File: src/rtl/gqed_fc_if.sv
// Observation bundle between two DUT copies, the G-QED harness control and the
// functional-consistency monitor. master drives stimulus/observations, slave is the monitor.
interface gqed_fc_if #(
    parameter int DATA_W  = 2,
    parameter int STATE_W = 2,
    parameter int IDX_W   = 5
);
    logic               start;
    logic [IDX_W-1:0]   idx_a;
    logic [IDX_W-1:0]   idx_b;
    logic               a_in_fire;
    logic               a_out_vld;
    logic [DATA_W-1:0]  a_out;
    logic [STATE_W-1:0] a_arch_st;
    logic               b_in_fire;
    logic               b_out_vld;
    logic [DATA_W-1:0]  b_out;
    logic [STATE_W-1:0] b_arch_st;
    logic               busy;
    logic               done;
    logic               fc_pass;
    logic               fc_fail;
    logic               arch_mismatch;
    logic               timeout;

    modport master (
        output start, idx_a, idx_b,
        output a_in_fire, a_out_vld, a_out, a_arch_st,
        output b_in_fire, b_out_vld, b_out, b_arch_st,
        input  busy, done, fc_pass, fc_fail, arch_mismatch, timeout
    );

    modport slave (
        input  start, idx_a, idx_b,
        input  a_in_fire, a_out_vld, a_out, a_arch_st,
        input  b_in_fire, b_out_vld, b_out, b_arch_st,
        output busy, done, fc_pass, fc_fail, arch_mismatch, timeout
    );
endinterface

File: src/rtl/gqed_fc_monitor.sv
// Run-time functional-consistency checker: samples each copy's architectural state at a
// target transaction, captures NUM_OUT responses from there and compares the two copies.
module gqed_fc_monitor #(
    parameter int DATA_W      = 2,
    parameter int STATE_W     = 2,
    parameter int IDX_W       = 5,
    parameter int NUM_OUT     = 2,
    parameter int TIMEOUT_CYC = 16
) (
    input logic     clk,
    input logic     rst,
    gqed_fc_if.slave bus
);
    localparam int CW = IDX_W + 1;
    localparam int TW = $clog2(TIMEOUT_CYC + 1);
    localparam logic [IDX_W-1:0] IDX_ONE  = {{(IDX_W-1){1'b0}}, 1'b1};
    localparam logic [CW-1:0]    CW_ONE   = {{(CW-1){1'b0}}, 1'b1};
    localparam logic [TW-1:0]    TW_ONE   = {{(TW-1){1'b0}}, 1'b1};
    localparam logic [IDX_W-1:0] IN_MAX   = {IDX_W{1'b1}};
    localparam logic [CW-1:0]    OUT_MAX  = {CW{1'b1}};
    localparam logic [CW-1:0]    LAST_REL = CW'(NUM_OUT) - CW_ONE;
    localparam logic [TW-1:0]    TO_LAST  = TW'(TIMEOUT_CYC) - TW_ONE;

    typedef enum logic [1:0] {
        IDLE = 2'd0,
        RUN  = 2'd1,
        CMP  = 2'd2,
        DONE = 2'd3
    } state_t;

    state_t             state_r;
    logic               busy_r, done_r, pass_r, fail_r, mism_r, timeout_r;

    logic [1:0]         in_fire_s, out_vld_s, in_win_s;
    logic [DATA_W-1:0]  out_s     [2];
    logic [STATE_W-1:0] arch_st_s [2];
    logic [IDX_W-1:0]   idx_s     [2];
    logic [CW-1:0]      rel_s     [2];
    logic               start_acc_s, bufs_eq_s;

    logic [IDX_W-1:0]   idx_r     [2];
    logic [IDX_W-1:0]   in_cnt_r  [2];
    logic [CW-1:0]      out_cnt_r [2];
    logic [STATE_W-1:0] arch_r    [2];
    logic [TW-1:0]      timer_r   [2];
    logic [DATA_W-1:0]  buf_r     [2][NUM_OUT];
    logic [1:0]         arch_done_r, cap_done_r;

    assign in_fire_s    = {bus.b_in_fire, bus.a_in_fire};
    assign out_vld_s    = {bus.b_out_vld, bus.a_out_vld};
    assign out_s[0]     = bus.a_out;
    assign out_s[1]     = bus.b_out;
    assign arch_st_s[0] = bus.a_arch_st;
    assign arch_st_s[1] = bus.b_arch_st;
    assign idx_s[0]     = bus.idx_a;
    assign idx_s[1]     = bus.idx_b;
    assign start_acc_s  = bus.start && ((state_r == IDLE) || (state_r == DONE));

    // Capture window decode and buffer comparison, widened so idx+NUM_OUT never wraps
    always_comb begin
        bufs_eq_s = 1'b1;
        for (int c = 0; c < 2; c++) begin
            rel_s[c]    = out_cnt_r[c] - {1'b0, idx_r[c]};
            in_win_s[c] = (out_cnt_r[c] >= {1'b0, idx_r[c]}) && (rel_s[c] <= LAST_REL);
        end
        for (int s = 0; s < NUM_OUT; s++) begin
            bufs_eq_s = bufs_eq_s & (buf_r[0][s] == buf_r[1][s]);
        end
    end

    // Per-copy counters, state sampling, response capture and timeout timer
    always_ff @(posedge clk or posedge rst) begin
        if (rst) begin
            timeout_r   <= 1'b0;
            arch_done_r <= 2'b00;
            cap_done_r  <= 2'b00;
            for (int c = 0; c < 2; c++) begin
                idx_r[c]     <= '0;
                in_cnt_r[c]  <= '0;
                out_cnt_r[c] <= '0;
                arch_r[c]    <= '0;
                timer_r[c]   <= '0;
                for (int s = 0; s < NUM_OUT; s++) buf_r[c][s] <= '0;
            end
        end else if (start_acc_s) begin
            timeout_r   <= 1'b0;
            arch_done_r <= 2'b00;
            cap_done_r  <= 2'b00;
            for (int c = 0; c < 2; c++) begin
                idx_r[c]     <= idx_s[c];
                in_cnt_r[c]  <= '0;
                out_cnt_r[c] <= '0;
                arch_r[c]    <= '0;
                timer_r[c]   <= '0;
                for (int s = 0; s < NUM_OUT; s++) buf_r[c][s] <= '0;
            end
        end else if (state_r == RUN) begin
            for (int c = 0; c < 2; c++) begin
                if (in_fire_s[c] && (in_cnt_r[c] != IN_MAX)) begin
                    in_cnt_r[c] <= in_cnt_r[c] + IDX_ONE;
                end
                // Saturated in_cnt would otherwise re-sample at index 2^IDX_W-1
                if (in_fire_s[c] && (in_cnt_r[c] == idx_r[c]) && !arch_done_r[c]) begin
                    arch_r[c]      <= arch_st_s[c];
                    arch_done_r[c] <= 1'b1;
                    timer_r[c]     <= '0;
                end else if (arch_done_r[c] && !cap_done_r[c] && !timeout_r) begin
                    timer_r[c] <= timer_r[c] + TW_ONE;
                    if (timer_r[c] == TO_LAST) timeout_r <= 1'b1;
                end
                if (out_vld_s[c]) begin
                    if (out_cnt_r[c] != OUT_MAX) out_cnt_r[c] <= out_cnt_r[c] + CW_ONE;
                    if (in_win_s[c]) begin
                        for (int s = 0; s < NUM_OUT; s++) begin
                            if (rel_s[c] == CW'(s)) buf_r[c][s] <= out_s[c];
                        end
                        if (rel_s[c] == LAST_REL) cap_done_r[c] <= 1'b1;
                    end
                end
            end
        end
    end

    // Control FSM with registered status and verdict outputs
    always_ff @(posedge clk or posedge rst) begin
        if (rst) begin
            state_r <= IDLE;
            busy_r  <= 1'b0;
            done_r  <= 1'b0;
            pass_r  <= 1'b0;
            fail_r  <= 1'b0;
            mism_r  <= 1'b0;
        end else begin
            case (state_r)
                IDLE, DONE: begin
                    if (bus.start) begin
                        state_r <= RUN;
                        busy_r  <= 1'b1;
                        done_r  <= 1'b0;
                        pass_r  <= 1'b0;
                        fail_r  <= 1'b0;
                        mism_r  <= 1'b0;
                    end
                end
                RUN: begin
                    if ((cap_done_r == 2'b11) || timeout_r) state_r <= CMP;
                end
                CMP: begin
                    state_r <= DONE;
                    busy_r  <= 1'b0;
                    done_r  <= 1'b1;
                    if (!timeout_r) begin
                        if (arch_r[0] != arch_r[1]) mism_r <= 1'b1;
                        else if (bufs_eq_s)         pass_r <= 1'b1;
                        else                        fail_r <= 1'b1;
                    end
                end
                default: state_r <= IDLE;
            endcase
        end
    end

    assign bus.busy          = busy_r;
    assign bus.done          = done_r;
    assign bus.fc_pass       = pass_r;
    assign bus.fc_fail       = fail_r;
    assign bus.arch_mismatch = mism_r;
    assign bus.timeout       = timeout_r;
endmodule

File: src/flat_wrapper.sv
// flat-port wrapper written by rule: the top's interface ports become plain ports
module gqed_fc_monitor_flat 
#(
    parameter int DATA_W      = 2,
    parameter int STATE_W     = 2,
    parameter int IDX_W       = 5,
    parameter int NUM_OUT     = 2,
    parameter int TIMEOUT_CYC = 16
)
  (clk, rst, bus_start, bus_idx_a, bus_idx_b, bus_a_in_fire, bus_a_out_vld, bus_a_out, bus_a_arch_st, bus_b_in_fire, bus_b_out_vld, bus_b_out, bus_b_arch_st, bus_busy, bus_done, bus_fc_pass, bus_fc_fail, bus_arch_mismatch, bus_timeout);
  gqed_fc_if #(.DATA_W(DATA_W), .STATE_W(STATE_W), .IDX_W(IDX_W)) bus_i ();
  input logic clk;
  input logic rst;
  input wire logic [$bits(bus_i.start)-1:0] bus_start;
  input wire logic [$bits(bus_i.idx_a)-1:0] bus_idx_a;
  input wire logic [$bits(bus_i.idx_b)-1:0] bus_idx_b;
  input wire logic [$bits(bus_i.a_in_fire)-1:0] bus_a_in_fire;
  input wire logic [$bits(bus_i.a_out_vld)-1:0] bus_a_out_vld;
  input wire logic [$bits(bus_i.a_out)-1:0] bus_a_out;
  input wire logic [$bits(bus_i.a_arch_st)-1:0] bus_a_arch_st;
  input wire logic [$bits(bus_i.b_in_fire)-1:0] bus_b_in_fire;
  input wire logic [$bits(bus_i.b_out_vld)-1:0] bus_b_out_vld;
  input wire logic [$bits(bus_i.b_out)-1:0] bus_b_out;
  input wire logic [$bits(bus_i.b_arch_st)-1:0] bus_b_arch_st;
  output wire logic [$bits(bus_i.busy)-1:0] bus_busy;
  output wire logic [$bits(bus_i.done)-1:0] bus_done;
  output wire logic [$bits(bus_i.fc_pass)-1:0] bus_fc_pass;
  output wire logic [$bits(bus_i.fc_fail)-1:0] bus_fc_fail;
  output wire logic [$bits(bus_i.arch_mismatch)-1:0] bus_arch_mismatch;
  output wire logic [$bits(bus_i.timeout)-1:0] bus_timeout;
  assign bus_i.start = bus_start;
  assign bus_i.idx_a = bus_idx_a;
  assign bus_i.idx_b = bus_idx_b;
  assign bus_i.a_in_fire = bus_a_in_fire;
  assign bus_i.a_out_vld = bus_a_out_vld;
  assign bus_i.a_out = bus_a_out;
  assign bus_i.a_arch_st = bus_a_arch_st;
  assign bus_i.b_in_fire = bus_b_in_fire;
  assign bus_i.b_out_vld = bus_b_out_vld;
  assign bus_i.b_out = bus_b_out;
  assign bus_i.b_arch_st = bus_b_arch_st;
  assign bus_busy = bus_i.busy;
  assign bus_done = bus_i.done;
  assign bus_fc_pass = bus_i.fc_pass;
  assign bus_fc_fail = bus_i.fc_fail;
  assign bus_arch_mismatch = bus_i.arch_mismatch;
  assign bus_timeout = bus_i.timeout;
  gqed_fc_monitor #(.DATA_W(DATA_W), .STATE_W(STATE_W), .IDX_W(IDX_W), .NUM_OUT(NUM_OUT), .TIMEOUT_CYC(TIMEOUT_CYC)) u_core (.clk(clk), .rst(rst), .bus(bus_i));
endmodule
File: config.mk
export PLATFORM = sky130hd
export DESIGN_NAME = gqed_fc_monitor_flat
export DESIGN_NICKNAME = d
export VERILOG_FILES = /design/src/rtl/gqed_fc_if.sv /design/src/rtl/gqed_fc_monitor.sv /design/src/flat_wrapper.sv
export SDC_FILE = /design/constraint.sdc
export NUM_CORES = 1
export LEC_CHECK = 0
export ABC_AREA = 1
export BUFFER_PORTS_ARGS = -buffer_cell sky130_fd_sc_hd__buf_4
export CAP_MARGIN = 10
export CELL_PAD_IN_SITES_DETAIL_PLACEMENT = 0
export CELL_PAD_IN_SITES_GLOBAL_PLACEMENT = 2
export CORE_MARGIN = 4
export CORE_UTILIZATION = 32
export DETAILED_ROUTE_END_ITERATION = 7
export PLACE_DENSITY = 0.74
export SLEW_MARGIN = 15
export SYNTH_ARGS = -nofsm -noshare
export SYNTH_HDL_FRONTEND = slang
export SYNTH_SLANG_ARGS = --single-unit
File: constraint.sdc
create_clock -name clk -period 1.64 [get_ports clk]
set_input_delay 0.082 -clock clk [delete_from_list [all_inputs] [get_ports clk]]
set_output_delay 0.082 -clock clk [all_outputs]
set_load 0.03 [all_outputs]
# Word level (Yosys, flattened, before mapping)

Index checks and enable logic that the tools add are counted.

Word-level logic and storage cells: 189
Register bits after elaboration: 66
Input bits: 25

Eq/ne operators: 24
Mux-type cells: 68
Order comparisons: 4
$add $sub $neg: 8
Bitwise gates (word level): 1
Reduce and logical (&&, ||, !) cells: 59

Operators with widths:

| operator                                                       | count |
|---|---|
| two-way mux 10 bit                                             | 4 |
| nonzero test 2 bit                                             | 16 |
| two-way mux 5 bit                                              | 6 |
| two-way mux 1 bit                                              | 26 |
| two-way mux 12 bit                                             | 2 |
| two-way mux 2 bit                                              | 12 |
| two-way mux 4 bit                                              | 6 |
| two-way mux 6 bit                                              | 4 |
| adder 5 x 1 -> 5 bit, second input constant                    | 4 |
| AND reduction 4 bit                                            | 5 |
| two-way mux 8 bit                                              | 2 |
| AND reduction 2 bit                                            | 8 |
| logical AND 1 bit                                              | 13 |
| adder 6 x 1 -> 6 bit, second input constant                    | 2 |
| == test 6 x 1 -> 1 bit, second input constant                  | 2 |
| >= comparator 6 x 5 -> 1 bit                                   | 2 |
| less-or-equal comparator 6 x 1 -> 1 bit, second input constant | 2 |
| logical NOT 6 bit                                              | 2 |
| != test 6 bit, second input constant                           | 2 |
| subtractor 6 x 5 -> 6 bit                                      | 2 |
| == test 5 x 4 -> 1 bit, second input constant                  | 2 |
| == test 5 bit                                                  | 2 |
| != test 2 bit, second input constant                           | 5 |
| != test 5 bit, second input constant                           | 2 |
| 15 further kinds                                               | 31 |

# Logic depth before layout (Yosys ltp)

Depth after elaboration: 10
Depth in mapped cells: 13
Gate-level depth less buffers: 13

# Least setup slack after synthesis

No wires, ideal clock.

Path type: reg2reg
From: register u_core.out_cnt_r[0] in the netlist's numbering
To: register u_core.buf_r[1] in the netlist's numbering
Stages on the path, launching flop included: 13
Period minus slack after synthesis: 1,787 ps
Setup time: 117 ps
Data required time: 1,523 ps
Setup slack: -147 ps
Data arrival time: 1,670 ps
Cell sequence: dfrtp_1 > inv_1 > ha_1 > fa_1 > nand3b_1 > nand3_1 > nand2_1 > nand2_1 > nand3_1 > nand2_2 > nand2_1 > nand2_1 > nand2_1

Cells in the longest elaborated chain, start to end: 5
Elaborated cells on any way between the ends: 8
Classes of those cells: add/sub (1); order compare (2); eq/ne (1); reduce/logical (4)

RTL lines:

| what                                    | RTL line               | RTL |
|---|---|---|
| start: declaration                      | gqed_fc_monitor.sv:43  | `logic [CW-1:0] out_cnt_r [2];` |
| start signal: indexed assignment        | gqed_fc_monitor.sv:80  | `out_cnt_r[c] <= '0;` |
| start signal: indexed assignment        | gqed_fc_monitor.sv:92  | `out_cnt_r[c] <= '0;` |
| subtractor 6 x 5 -> 6 bit               | gqed_fc_monitor.sv:63  | `rel_s[c] = out_cnt_r[c] - {1'b0, idx_r[c]};` |
| less-or-equal comparator 6 x 1 -> 1 bit | gqed_fc_monitor.sv:64  | `in_win_s[c] = (out_cnt_r[c] >= {1'b0, idx_r[c]}) && (rel_s[c] <= LAST_REL);` |
| logical AND 1 bit                       | gqed_fc_monitor.sv:64  |  |
| nonzero test 2 bit (no line)            | n/a                    |  |
| AND reduction 4 bit (no line) (*)       | n/a                    |  |
| end signal: indexed assignment          | gqed_fc_monitor.sv:115 | `if (rel_s[c] == CW'(s)) buf_r[c][s] <= out_s[c];` |
| end: declaration                        | gqed_fc_monitor.sv:46  | `logic [DATA_W-1:0] buf_r [2][NUM_OUT];` |

Every way passes the cells marked *; elsewhere a longest branch is shown, timed or not.
A chain may end at the register's enable or synchronous reset.

# Worst setup path in the final report

From: register u_core.idx_r[0] in the netlist's numbering
To: register u_core.buf_r[0] in the netlist's numbering

Cells in the longest elaborated chain, start to end: 5
Elaborated cells on any way between the ends: 8
Classes of those cells: add/sub (1); order compare (2); eq/ne (1); reduce/logical (4)

RTL lines:

| what                                    | RTL line              | RTL |
|---|---|---|
| start: declaration                      | gqed_fc_monitor.sv:41 | `logic [IDX_W-1:0] idx_r [2];` |
| start signal: indexed assignment        | gqed_fc_monitor.sv:90 | `idx_r[c] <= idx_s[c];` |
| subtractor 6 x 5 -> 6 bit               | gqed_fc_monitor.sv:63 |  |
| less-or-equal comparator 6 x 1 -> 1 bit | gqed_fc_monitor.sv:64 |  |
| logical AND 1 bit                       | gqed_fc_monitor.sv:64 |  |
| nonzero test 2 bit (no line)            | n/a                   |  |
| AND reduction 4 bit (no line) (*)       | n/a                   |  |

Marks and branches as above.

==> impl_metrics.json <==
{
  "worst_hold_slack_ns": 0.1254,
  "synth-main-ff-cell": "dfrtp_1",
  "drt_iter0_markers": 154,
  "start_util": 0.3326,
  "post-route-worst-setup-slack_ns": -0.1478,
  "r2r_cells": 11,
  "critPathSlowestCell": "dfrtp_1",
  "rows": 39,
  "met1Wirelength_mm": 4.742,
  "htree_levels": 3,
  "num_vias": 3615,
  "highest_layer": "met4",
  "syn_to_final_growth_pct": 42.39,
  "violations": "negative setup slack",
  "grt_max_degree": 67,
  "async_flop_share": 1.000,
  "critPathKind": "reg -> reg",
  "worst_setup_path_start_kind": "flop",
  "ant_nets": 0,
  "hold_viol_final": 0,
  "clk_latency_ns": 0.33,
  "status": "complete, but fails checks",
  "antennaDiodeCount": 0,
  "slew-limit-headroom": 0.7460,
  "rsz0062_at_grt": "yes",
  "setup_tns_ns": -1.264,
  "wl_met3_um": 194,
  "synth_cell_types": 35,
  "cts-root-buf": "clkbuf_16",
  "tightest_slew_ns": 0.3770,
  "yosys-top-cells-area": "dfrtp_1 (43%), nand2_1 (11%), ha_1 (7.4%), inv_1 (6.8%), o21ai_0 (5.4%)",
  "cts_num_sinks": 66,
  "die_h_um": 118.1,
  "grt_pass1_vias": 3617,
  "wl_met2_mm": 5.007,
  "end_kind": "flop",
  "avgSynthCellArea_um2": 7.711,
  "fin_skew_ns": 0.008937,
  "ys_seq_area_frac": 0.4258,
  "hpwl_mm": 7.385,
  "drv_cap": 0,
  "powerDensity_nw_per_um2": 1763,
  "arrival_ns": 2.01,
  "grt_pass1_wl_mm": 17.26,
  "antenna_found_initial": 0,
  "synth.top_cell.area_share": 0.4258,
  "required_ns": 1.86,
  "ys_warn_count": 0,
  "final-max-slew-violation-count": 0,
  "core_um2": 11660,
  "post-route-util": 0.4736,
  "synth.largest_area_cell": "dfrtp_1",
  "min_path_cells": 5,
  "vias_per_cell": 4.671,
  "fmax_ghz": 0.5593,
  "fin_crit_ns": 1.788,
  "syn_inst": 503,
  "overflow": 0,
  "die_x_um": 118.1,
  "path_cells": "ha_4 -> fa_2 -> nand3b_1 -> nand3_1 -> nand2_1 -> nand2_2 -> nand3_2 -> nand2_2 -> nand2_2 -> nand2_1 -> nand2_1",
  "port_buffers": 30,
  "nFillCells": 1171,
  "ioPinCount": 31,
  "path_max_fanout": 4,
  "dr.pass1.iters": 4,
  "synth_edf_count": 0,
  "wl_per_cell_um": 13.07,
  "syn_area_um2": 3879,
  "grtUsageTotal": 0.1530,
  "dieArea_um2": 13950,
  "clkTransAtPathRegs_ns": 0.06,
  "dpl_worst_slack_ns": -0.1898,
  "p_leak_nw": 2.760,
  "period_share": 1.090,
  "drt_wl_total_mm": 10.11,
  "clk_path_buf_depth": 2,
  "cts_tree": "built",
  "drc": 0,
  "ir_drop_mv": 0.6422,
  "syn-num-nets": 553,
  "ys_ff_latch": 66,
  "holdCritPathClass": "in -> reg",
  "critPathMaxStageDelay_ns": 0.41,
  "setup_viol": 10,
  "nets": 678,
  "place_congestion": 0.7685,
  "numCtsBuffers": 9,
  "drive_above_1_share": 0.3201
}
[critical path: cells and delay by family (launching register included)]
kind | cells | cell delay [ns]
flip-flops | 1 | 0.41
AND/OR/NAND/NOR | 9 | 0.74
adder cells (fa/ha/maj) | 2 | 0.53
[kinds of logic after synthesis]
logic type,count (synthesis),share of synthesized area
simple gates,249,0.2871
fa+ha+maj,25,0.08452
xor+xnor,12,0.02710
buf+inv,82,0.08161
flops,66,0.4258
compound gates,69,0.09387
[cell type report]
type                    count  area [µm²]  area share
inverters                  74       289.0     0.05233
repair buffers            122       996.0      0.1803
well taps                 143       178.9     0.03240
flip-flops and latches     66        1654      0.2995
multi-input cells         355        2126      0.3849
clock inverters             2       12.51    0.002266
clock buffers              12       266.5     0.04826
[synth_stat cells (2+ instances only)]
| master | instances |
|---|---|
| nor3_2 | 3 |
| xnor2_1 | 8 |
| dfrtp_1 | 66 |
| clkbuf_1 | 4 |
| nor2_1 | 50 |
| o21ai_0 | 42 |
| o22ai_1 | 2 |
| nor3_1 | 7 |
| xor2_1 | 4 |
| o21bai_1 | 2 |
| o21ai_1 | 2 |
| fa_1 | 2 |
| inv_1 | 70 |
| buf_2 | 4 |
| nand2_1 | 117 |
| nand4_1 | 15 |
| nand2_2 | 9 |
| ha_1 | 23 |
| inv_2 | 2 |
| nand3_1 | 38 |
| nand3b_1 | 2 |
| a21oi_1 | 18 |
[state kept, by name, summed over array words and instances, names as in the netlist]
signal                    flops
u_core.arch_done_r            2
u_core.arch_r                 4
u_core.buf_r                  8
u_core.bus.arch_mismatch      1
u_core.bus.busy               1
u_core.bus.done               1
u_core.bus.fc_fail            1
u_core.bus.fc_pass            1
u_core.bus.timeout            1
u_core.cap_done_r             2
u_core.idx_r                 10
u_core.in_cnt_r              10
u_core.out_cnt_r             12
u_core.state_r                2
u_core.timer_r               10
[report_power, final]
group,total (W),internal (W),switching [W]
sequential,0.00248,0.00210,0.000380
combinational,0.00542,0.00247,0.00295
clock,0.00184,0.00113,0.000710
[placed cells by master, fill, tap and decap left out, types with 2 or more instances in the layout]
master and n:
dlygate4sd3_1 15, clkbuf_16 9, dfrtp_1 64, nor3_1 5
clkbuf_8 3, nor2_1 40, buf_6 8, ha_4 4
nand4_1 15, buf_4 98, nand3_2 5, ha_2 5
nand3_1 34, a21oi_2 3, nor2_2 10, o21ai_1 9
ha_1 14, nand3b_1 2, nand2_1 104, clkinvlp_4 2
xor2_1 4, o21ai_2 2, nand2_2 16, a21oi_1 15
inv_4 3, nand2_4 7, dfrtp_2 2, inv_1 57
xnor2_1 8, o22ai_1 2, inv_2 13, o21ai_0 34
nor3_2 4
[metrics by stage]
step                total power [W]  cells  cell area, µm²
floorplan                  0.005275    503            3915
global placement           0.007139    731            4770
detailed placement         0.007209    731            4770
CTS                        0.009327    763            5258
global route                0.01069    774            5523
finish                     0.009738    774            5523
[final timing paths]
| path | slack, ns | end | start |
|---|---|---|---|
| worst max-delay path | -0.15 | u_core.buf_r[0] | u_core.idx_r[0] |
| worst min-delay path | 0.13 | u_core.buf_r[6] | bus_a_out[0] |
| worst max register to register | -0.15 | u_core.buf_r[0] | u_core.idx_r[0] |
| worst min register to register | 0.47 | u_core.timer_r[9] | u_core.timer_r[9] |
| max in group asynchronous | 0.91 | u_core.idx_r[1] | rst |
| min in group asynchronous | 0.40 | u_core.bus.fc_fail | rst |
[layer usage]
| metal | track usage | vias up |
|---|---|---|
| met4 | 0.05714 | 0 |
| met1 | 0.1938 | 1679 |
| met5 | 0 | - |
| li1 | - | 1887 |
| met2 | 0.2605 | 37 |
| met3 | 0.02595 | 12 |
[what timing repair did]
item,4_1_cts,5_1_grt
endpoints found under the hold margin,80,0
resized for setup,9,71
pin swaps,6,26
hold buffers,15,0
buffers inserted,4,12
endpoints found under the setup margin,35,47
Power figures use the tool's default switching activity.
